===== src/rtl/hazard_pkg.sv =====
// Shared pipeline constants for the hazard/stall controller.
package hazard_pkg;

    typedef enum logic {
        RUN   = 1'b0,
        STALL = 1'b1
    } hz_state_e;

    localparam logic [4:0] REG_ZERO = 5'd0;

endpackage


===== src/rtl/hazard_ctrl.sv =====
// Load-use / branch-operand hazard detection, ID-stage forwarding select,
// flush arbitration and a saturating stall-cycle counter.
module hazard_ctrl
    import hazard_pkg::*;
#(
    parameter int STALL_CNT_W = 16
) (
    input  logic                   clk,
    input  logic                   rst_n,
    input  logic [4:0]             id_rs,
    input  logic [4:0]             id_rt,
    input  logic                   id_uses_rt,
    input  logic                   id_is_branch,
    input  logic                   ex_reg_write,
    input  logic                   ex_mem_read,
    input  logic [4:0]             ex_rd,
    input  logic                   mem_reg_write,
    input  logic                   mem_mem_read,
    input  logic [4:0]             mem_rd,
    input  logic [1:0]             pc_src,
    output logic                   pc_write,
    output logic                   if_id_write,
    output logic                   if_id_flush,
    output logic                   control_sel,
    output logic                   forward_c,
    output logic                   forward_d,
    output logic [STALL_CNT_W-1:0] stall_cycles
);

    hz_state_e  state, state_nxt;
    logic [1:0] rem, rem_nxt;
    logic [1:0] n_stall;
    logic       stall;
    logic       dep_ex, dep_mem;

    assign dep_ex  = ex_reg_write && (ex_rd != REG_ZERO) &&
                     ((ex_rd == id_rs) || (id_uses_rt && (ex_rd == id_rt)));
    assign dep_mem = mem_reg_write && (mem_rd != REG_ZERO) &&
                     ((mem_rd == id_rs) || (id_uses_rt && (mem_rd == id_rt)));

    // Longest requirement wins when several producers conflict at once.
    always_comb begin
        n_stall = 2'd0;
        if (dep_ex && ex_mem_read)
            n_stall = id_is_branch ? 2'd2 : 2'd1;
        else if ((dep_ex && id_is_branch) || (dep_mem && mem_mem_read && id_is_branch))
            n_stall = 2'd1;
    end

    always_ff @(posedge clk or negedge rst_n) begin
        if (!rst_n) begin
            state <= RUN;
            rem   <= 2'd0;
        end else begin
            state <= state_nxt;
            rem   <= rem_nxt;
        end
    end

    always_comb begin
        state_nxt = state;
        rem_nxt   = rem;
        stall     = 1'b0;
        case (state)
            RUN: begin
                stall = (n_stall != 2'd0);
                if (n_stall == 2'd2) begin
                    rem_nxt   = 2'd1;
                    state_nxt = STALL;
                end
            end
            STALL: begin
                // Hazards are frozen here; only the countdown matters.
                stall = 1'b1;
                if (rem <= 2'd1) begin
                    rem_nxt   = 2'd0;
                    state_nxt = RUN;
                end else begin
                    rem_nxt   = rem - 2'd1;
                end
            end
            default: begin
                state_nxt = RUN;
                rem_nxt   = 2'd0;
            end
        endcase
    end

    assign pc_write    = rst_n & ~stall;
    assign if_id_write = rst_n & ~stall;
    assign control_sel = rst_n & ~stall;
    assign if_id_flush = rst_n & ~stall & (pc_src != 2'b00);

    assign forward_c = rst_n & id_is_branch & mem_reg_write & ~mem_mem_read &
                       (mem_rd != REG_ZERO) & (mem_rd == id_rs);
    assign forward_d = rst_n & id_is_branch & mem_reg_write & ~mem_mem_read &
                       id_uses_rt & (mem_rd != REG_ZERO) & (mem_rd == id_rt);

    always_ff @(posedge clk or negedge rst_n) begin
        if (!rst_n)
            stall_cycles <= '0;
        else if (!pc_write && (stall_cycles != {STALL_CNT_W{1'b1}}))
            stall_cycles <= stall_cycles + 1'b1;
    end

endmodule


===== config.mk =====
export PLATFORM = sky130hd
export DESIGN_NAME = hazard_ctrl
export DESIGN_NICKNAME = d
export VERILOG_FILES = /design/src/rtl/hazard_pkg.sv /design/src/rtl/hazard_ctrl.sv
export SDC_FILE = /design/constraint.sdc
export NUM_CORES = 1
export LEC_CHECK = 0
export BUFFER_PORTS_ARGS = -buffer_cell sky130_fd_sc_hd__buf_2
export CORE_ASPECT_RATIO = 2
export CORE_UTILIZATION = 43
export DETAILED_ROUTE_END_ITERATION = 16
export PLACE_DENSITY_LB_ADDON = 0.1
export SLEW_MARGIN = 5
export SYNTH_ARGS = -nofsm -noshare
export SYNTH_HDL_FRONTEND = slang
export SYNTH_SLANG_ARGS = --single-unit

===== constraint.sdc =====
create_clock -name clk -period 2 [get_ports clk]
set_input_delay 0.4 -clock clk [delete_from_list [all_inputs] [get_ports clk]]
set_output_delay 0.4 -clock clk [all_outputs]
set_load 0.02 [all_outputs]

==> impl_metrics.toml, run 1 <==
[outcome]
status = "finished with violations"
violations = "setup timing"

[sta]
skew_ns = 0.002073
timing.final.crit_share_pct = 109.2
drv_slew = 0
max_freq_mhz = 458.0
setup_slack_ns = -0.1836
rsz0062_at_grt = "true"
setup_violations = 9
timing_hold_violations_final = 0
max_slew_margin_pct = 81.85
tightest_slew_ns = 0.2717
fin_setup_tns_ns = -0.8290
min_period_ns = 2.184

[floorplanning]
rows = 27
initial_core_util_pct = 45.93
die-area_sq_um = 3194
coreArea_sq_um = 2770
die_w_um = 40.47
io_pins = 52
die_h_um = 78.93

[global_route]
antenna_found_initial = 0
grt_pass1_wl_mm = 4.974
grt-ovfl-total = 0
grt_max_degree = 20
grtUsageTotal_pct = 22.57
grt_pass1_vias = 1239

[yosys]
netlist_area_sq_um = 1272
synth-edff-count = 0
synth_xor_area_share_pct = 23.40
synth_ff_type = "dfrtp_1"
synth_fa_ha_area_share_pct = 0.9833
yosysWarningCount = 0
async_reset_ff_share_pct = 100.0
syn_nets = 153
yosysSeqAreaShare_pct = 37.36
synth_top_area_share_pct = 37.36
synth-compound-area-share_pct = 6.588
synthDistinctLibCells = 35
synth_top_family_by_area = "simple AND/OR/NAND/NOR gates"
synth_top_area_cell = "dfrtp_1"
synth_seq_cells = 19
synth_commonest_cells = "24 x xnor2_1, 19 x dfrtp_1, 13 x and3_1"
yosysMostFrequentCell = "xnor2_1"
yosys.area_share.simple_pct = 26.55
ys_top_cells_by_area = "dfrtp_1 37%, xnor2_1 17%, xor2_1 6.9%"
synth.avg_cell_area_sq_um = 10.43
syn_inst = 122
synth_mux_area_share_pct = 2.065

[routing]
vias_per_cell = 5.374
wl_per_cell_um = 15.63
firstDrtPassIters = 2
drc_errors = 0
routed_wl_mm = 3.422
drtIter0Drc = 13
vias = 1177
postRouteAntennaNets = 0

[clock_network]
clock-root-buffer = "clkbuf_8"
htreeDepth = 1
cts_made_buffers = 3
clockBufferDepth = 2
cts_tree = "done"
insertion_delay_ns = 0.26
cts_num_sinks = 19
path_clk_slew_ns = 0.07

[power]
leakagePower_uw = 0.0008799
vdd_drop_max_mv = 0.8139
power_uw = 1523
power-per-cell-area_nw_per_um2 = 848.8

[critical_path]
critPathTopFamily = "buffers and inverters"
cp-start-kind = "primary input"
cp.arrival_ns = 1.78
crit_buf_inv = 3
cp.required_ns = 1.60
cp_slowest_stage_delay_ns = 0.25
cp-end-kind = "output port"
crit_fanout = 3
worstPathCellList = "buf_6 -> xor2_1 -> nor4_1 -> and3_1 -> o221ai_2 -> o221ai_4 -> clkinvlp_4 -> buf_2"
crit_path_top_delay_cell = "o221ai_4"
path_class = "in2out"

[place]
hpwl_mm = 2.745
dp_cells = 214
placement.io_buffers = 51
gp_congestion = 0.7679

[finish]
antennaDiodeCount = 0
finish.utilization_pct = 64.77
final_nets = 222
fin_cells = 219
area_growth_pct = 41.00
drive_above_1_share_pct = 46.84
nFillCells = 229

[run]
maxCapViolCount = 0

[min_path]
holdCritPathClass = "in2async"
==> worst paths after layout <==
kind	from	end	slack [ns]	cells past startpoint
worst max-delay path	id_rt[2]	pc_write	-0.18	8
worst min-delay path	rst_n	stall_cycles[0]$_DFFE_PN0P_	0.17	2
worst max register to register	stall_cycles[4]$_DFFE_PN0P_	stall_cycles[8]$_DFFE_PN0P_	0.11	7
worst min register to register	stall_cycles[12]$_DFFE_PN0P_	stall_cycles[12]$_DFFE_PN0P_	0.49	1
max in group asynchronous	rst_n	stall_cycles[12]$_DFFE_PN0P_	1.62	2
min in group clk	stall_cycles[12]$_DFFE_PN0P_	stall_cycles[12]$_DFFE_PN0P_	0.49	1
==> repair_timing <==
action | 4_1_cts | 5_1_grt
endpoints found under the setup margin | 9 | 15
setup buffers | 0 | 1
pin swaps | 4 | 3
hold buffers | 0 | 0
gates resized for setup | 18 | 4
gates cloned | 0 | 0
==> metal layers <==
layer  track usage [%]  share of wire, %
met5                 0                 0
met4             7.333               1.2
met3             1.117               4.7
met2             47.14                61
met1             18.40                33
==> cells in the final DEF, fill, tap and decap left out, types with 2 or more instances in the layout <==
cell      instances
and3_1           13
xnor2_1          24
clkbuf_8          3
buf_6             8
dfrtp_1          19
nand4_1           6
nor2_1            4
nor3_2            3
xor2_1           10
nand3_1           5
nand3_2           6
and4b_1           2
and2_1            2
nand2_1           3
buf_2            42
buf_4            17
==> stage by stage <==
| stage | setup WS, ns | hold slack (ns) | instance area [sq um] |
|---|---|---|---|
| finish | -0.1836 | 0.1708 | 1794 |
| global route | -0.2836 | 0.1956 | 1794 |
| CTS | -0.1901 | 0.1849 | 1770 |
| detailed placement | -0.3035 | 0.4626 | 1657 |
| global placement | -0.2279 | 0.4568 | 1657 |
| floorplan | -0.2483 | 0.1044 | 1284 |
==> power breakdown <==
group / internal [uW] / leakage, uW / switching, uW
Combinational: 310 / 0.000604 / 377
Sequential: 482 / 0.000250 / 83.4
Clock: 139 / 0.0000255 / 132
Total: 930 / 0.000880 / 593
==> layout make-up <==
type,instances,area [sq um],share of cell area [%]
multi-input cells,97,782.0,43.58
flip-flops and latches,19,475.5,26.50
repair buffers,68,442.9,24.69
clock buffers,3,41.29,2.301
well taps,29,36.28,2.022
inverters,2,11.26,0.6276
clock inverters,1,5.005,0.2789
==> worst reg2reg max path, delay by kind of cell, from the launching register on <==
family | cells | cell delay [ns]
flip-flops | 1 | 0.41
buffers and inverters | 1 | 0.21
AND/OR/NAND/NOR | 5 | 1.00
XOR/XNOR | 1 | 0.16
==> sequential cells by signal, summed over array words and instances (netlist names) <==
register	flops
stall_cycles	16
rem	2
state	1
==> logic make-up after synthesis <==
group	count (synthesis)
muxes	2
adders and majority gates	1
xor gates and xnor gates	34
and+or+nand+nor	52
buffers and inverters	6
DFF	19
AOI/OAI and AO/OA	8
Note: power is estimated with default switching activity, not from simulation.
==> run 2, diff against run 1 <==
- clock period: 2 -> 1.9 ns (I/O delays scaled with it)
==> run 2 against run 1 <==
  * The run still ends with setup timing left
  * Highest routed layer unchanged
  * Die area stayed put
  * Utilization is 4.5 points higher
  * Global-route usage is 1.9 points higher
==> impl_metrics.toml, run 2 (same netlist as run 1, synthesis figures left out) <==
[place]
pre_cts_ws_ns = -0.3653
gp_congestion = 0.7218
hpwl_mm = 2.903
placement.io_buffers = 51

[critical_path]
worstPathCellList = "buf_8 -> xor2_2 -> nor4_2 -> and3_1 -> o221ai_2 -> o221ai_4 -> buf_4 -> nor2_1 -> buf_4"
cp.required_ns = 1.52
cp_slowest_stage_delay_ns = 0.28
cp-end-kind = "output port"
critPathTopFamily = "simple AND/OR/NAND/NOR gates"
crit_buf_inv = 3
cp.arrival_ns = 1.89
r2r_cells = 7
cp-start-kind = "primary input"
worstReg2RegStart = "stall_cycles[4]$_DFFE_PN0P_"
worstReg2RegEnd = "stall_cycles[14]$_DFFE_PN0P_"
path_class = "in2out"
crit_path_top_delay_cell = "nor4_2"
crit_fanout = 3
reg2reg_slack_ns = 0.04
crit_path_frequent_cell = "buf_4"

[floorplanning]
die-area_sq_um = 3194
initial_core_util_pct = 45.93
die_h_um = 78.93
io_pins = 52
die_w_um = 40.47
rows = 27
coreArea_sq_um = 2770

[power]
clkPwrFrac_pct = 16.5
p_int_uw = 1058
p_comb_share_pct = 48.9
leakagePower_uw = 0.0009454
sw_frac_of_total_pct = 37.60
p_seq_share_pct = 34.5
vdd_drop_max_mv = 0.6586
p_sw_uw = 637.5
power-per-cell-area_nw_per_um2 = 883.8

[global_route]
grt_pass1_wl_mm = 5.285
grt_pass1_vias = 1243
grt_max_degree = 20
use_met1_pct = 20.22
top_usage_layer = "met2"
grtUsageTotal_pct = 24.48
antenna_found_initial = 0
grt_use_met3_pct = 1.676
grt-ovfl-total = 0
grtUsageMet2_pct = 50.63

[finish]
nFillCells = 224
antennaDiodeCount = 0
area_growth_pct = 50.74
final_common_cell = "buf_2"
final_cell_mix = "37 x buf_2, 27 x buf_4, 23 x xnor2_1, 19 x dfrtp_1, 13 x and3_1"
multiInputGateArea_sq_um = 797.0
largest_reg_flops = 16
final_nets = 232
finish.utilization_pct = 69.24
top_register = "stall_cycles"
seq_area_sq_um = 475.5
top_regs = "stall_cycles: 16 flops, rem: 2 flops, state: 1 flops"
drive_above_1_share_pct = 50.00

[sta]
setup_violations = 22
rsz0062_at_grt = "true"
timing_hold_violations_final = 0
max_slew_margin_pct = 80.05
skew_ns = 0.004917
timing.final.crit_share_pct = 119.3
max_freq_mhz = 441.2
drv_slew = 0
min_period_ns = 2.266
setup_slack_ns = -0.3664
tightest_slew_ns = 0.2987

[clock_network]
clockBufferDepth = 2
cts_tree = "done"
clock-root-buffer = "clkbuf_8"
htreeDepth = 1
cts_made_buffers = 3
cts_num_sinks = 19
insertion_delay_ns = 0.26
path_clk_slew_ns = 0.07

[routing]
postRouteAntennaNets = 0
drc_errors = 0
drtIter0Drc = 16
routed_wl_mm = 3.826
wl_per_cell_um = 16.71
vias_per_cell = 5.476
firstDrtPassIters = 2
vias = 1254

[min_path]
holdCritPathClass = "in2async"

[outcome]
status = "finished with violations"
violations = "setup timing"

[run]
maxCapViolCount = 0
run 2: cell count changes in the layout (fill, tap and decap cells not counted), sizes merged:
cell,change
buf,+10
clkbuf,+1
clkinv,-1
run 2: per-layer routing:
metal | vias to the layer above | part of all wire, %
met5 | - | 0
met4 | 0 | 1.9
met3 | 7 | 4.5
met2 | 44 | 62
met1 | 611 | 31
li1 | 592 | -
run 2: power by group through the flow:
| stage | clock network, uW | logic, uW | registers (uW) |
|---|---|---|---|
| 2_1_floorplan | 0 | 349 | 683 |
| 3_3_place_gp | 0 | 728 | 589 |
| 3_5_place_dp | 0 | 744 | 594 |
| 4_1_cts | 288 | 786 | 587 |
| 5_1_grt | 308 | 890 | 603 |
| 6_report | 280 | 829 | 585 |
run 2: worst max path at each step:
stage | end | slack [ns] | startpoint | cells past startpoint
global placement | stall_cycles[14]$_DFFE_PN0P_ | -0.31 | id_rt[2] | 9
finish | if_id_flush | -0.37 | ex_rd[2] | 9
detailed placement | stall_cycles[14]$_DFFE_PN0P_ | -0.37 | id_rt[4] | 9
CTS | if_id_write | -0.28 | ex_rd[2] | 8
global route | if_id_write | -0.42 | ex_rd[2] | 8
floorplan | if_id_write | -0.31 | ex_rd[2] | 8
run 2: per-stage QoR:
step	TNS [ns]	total power, uW	instance area [sq um]	hold slack [ns]	instances
after global placement	-5.238	1316	1702	0.4381	220
after CTS	-1.946	1661	1838	0.1603	226
after global routing	-6.200	1801	1918	0.1720	229
final	-4.904	1695	1918	0.1517	229
after detailed placement	-6.071	1339	1702	0.4384	220
after floorplan	-1.036	1032	1284	0.08441	122
run 2: timing repair:
item	in CTS	in global routing
setup buffers	2	3
hold buffers	0	0
endpoints found under the setup margin	17	22
pin swaps	2	6
gates resized for setup	21	14
run 2: layout make-up:
cell class              count  area share (%)
multi-input cells          97           41.55
repair buffers             78           28.83
flip-flops and latches     19           24.79
clock buffers               4           2.348
well taps                  29           1.892
inverters                   2          0.5871
run 2: worst reg2reg max path: stages, from the launching register on:
cell     delay [ns]
dfrtp_1        0.38
and3_1         0.22
and3_1         0.21
and3_1         0.21
buf_4          0.15
and2_1         0.16
nand4_2        0.11
mux2_4         0.30
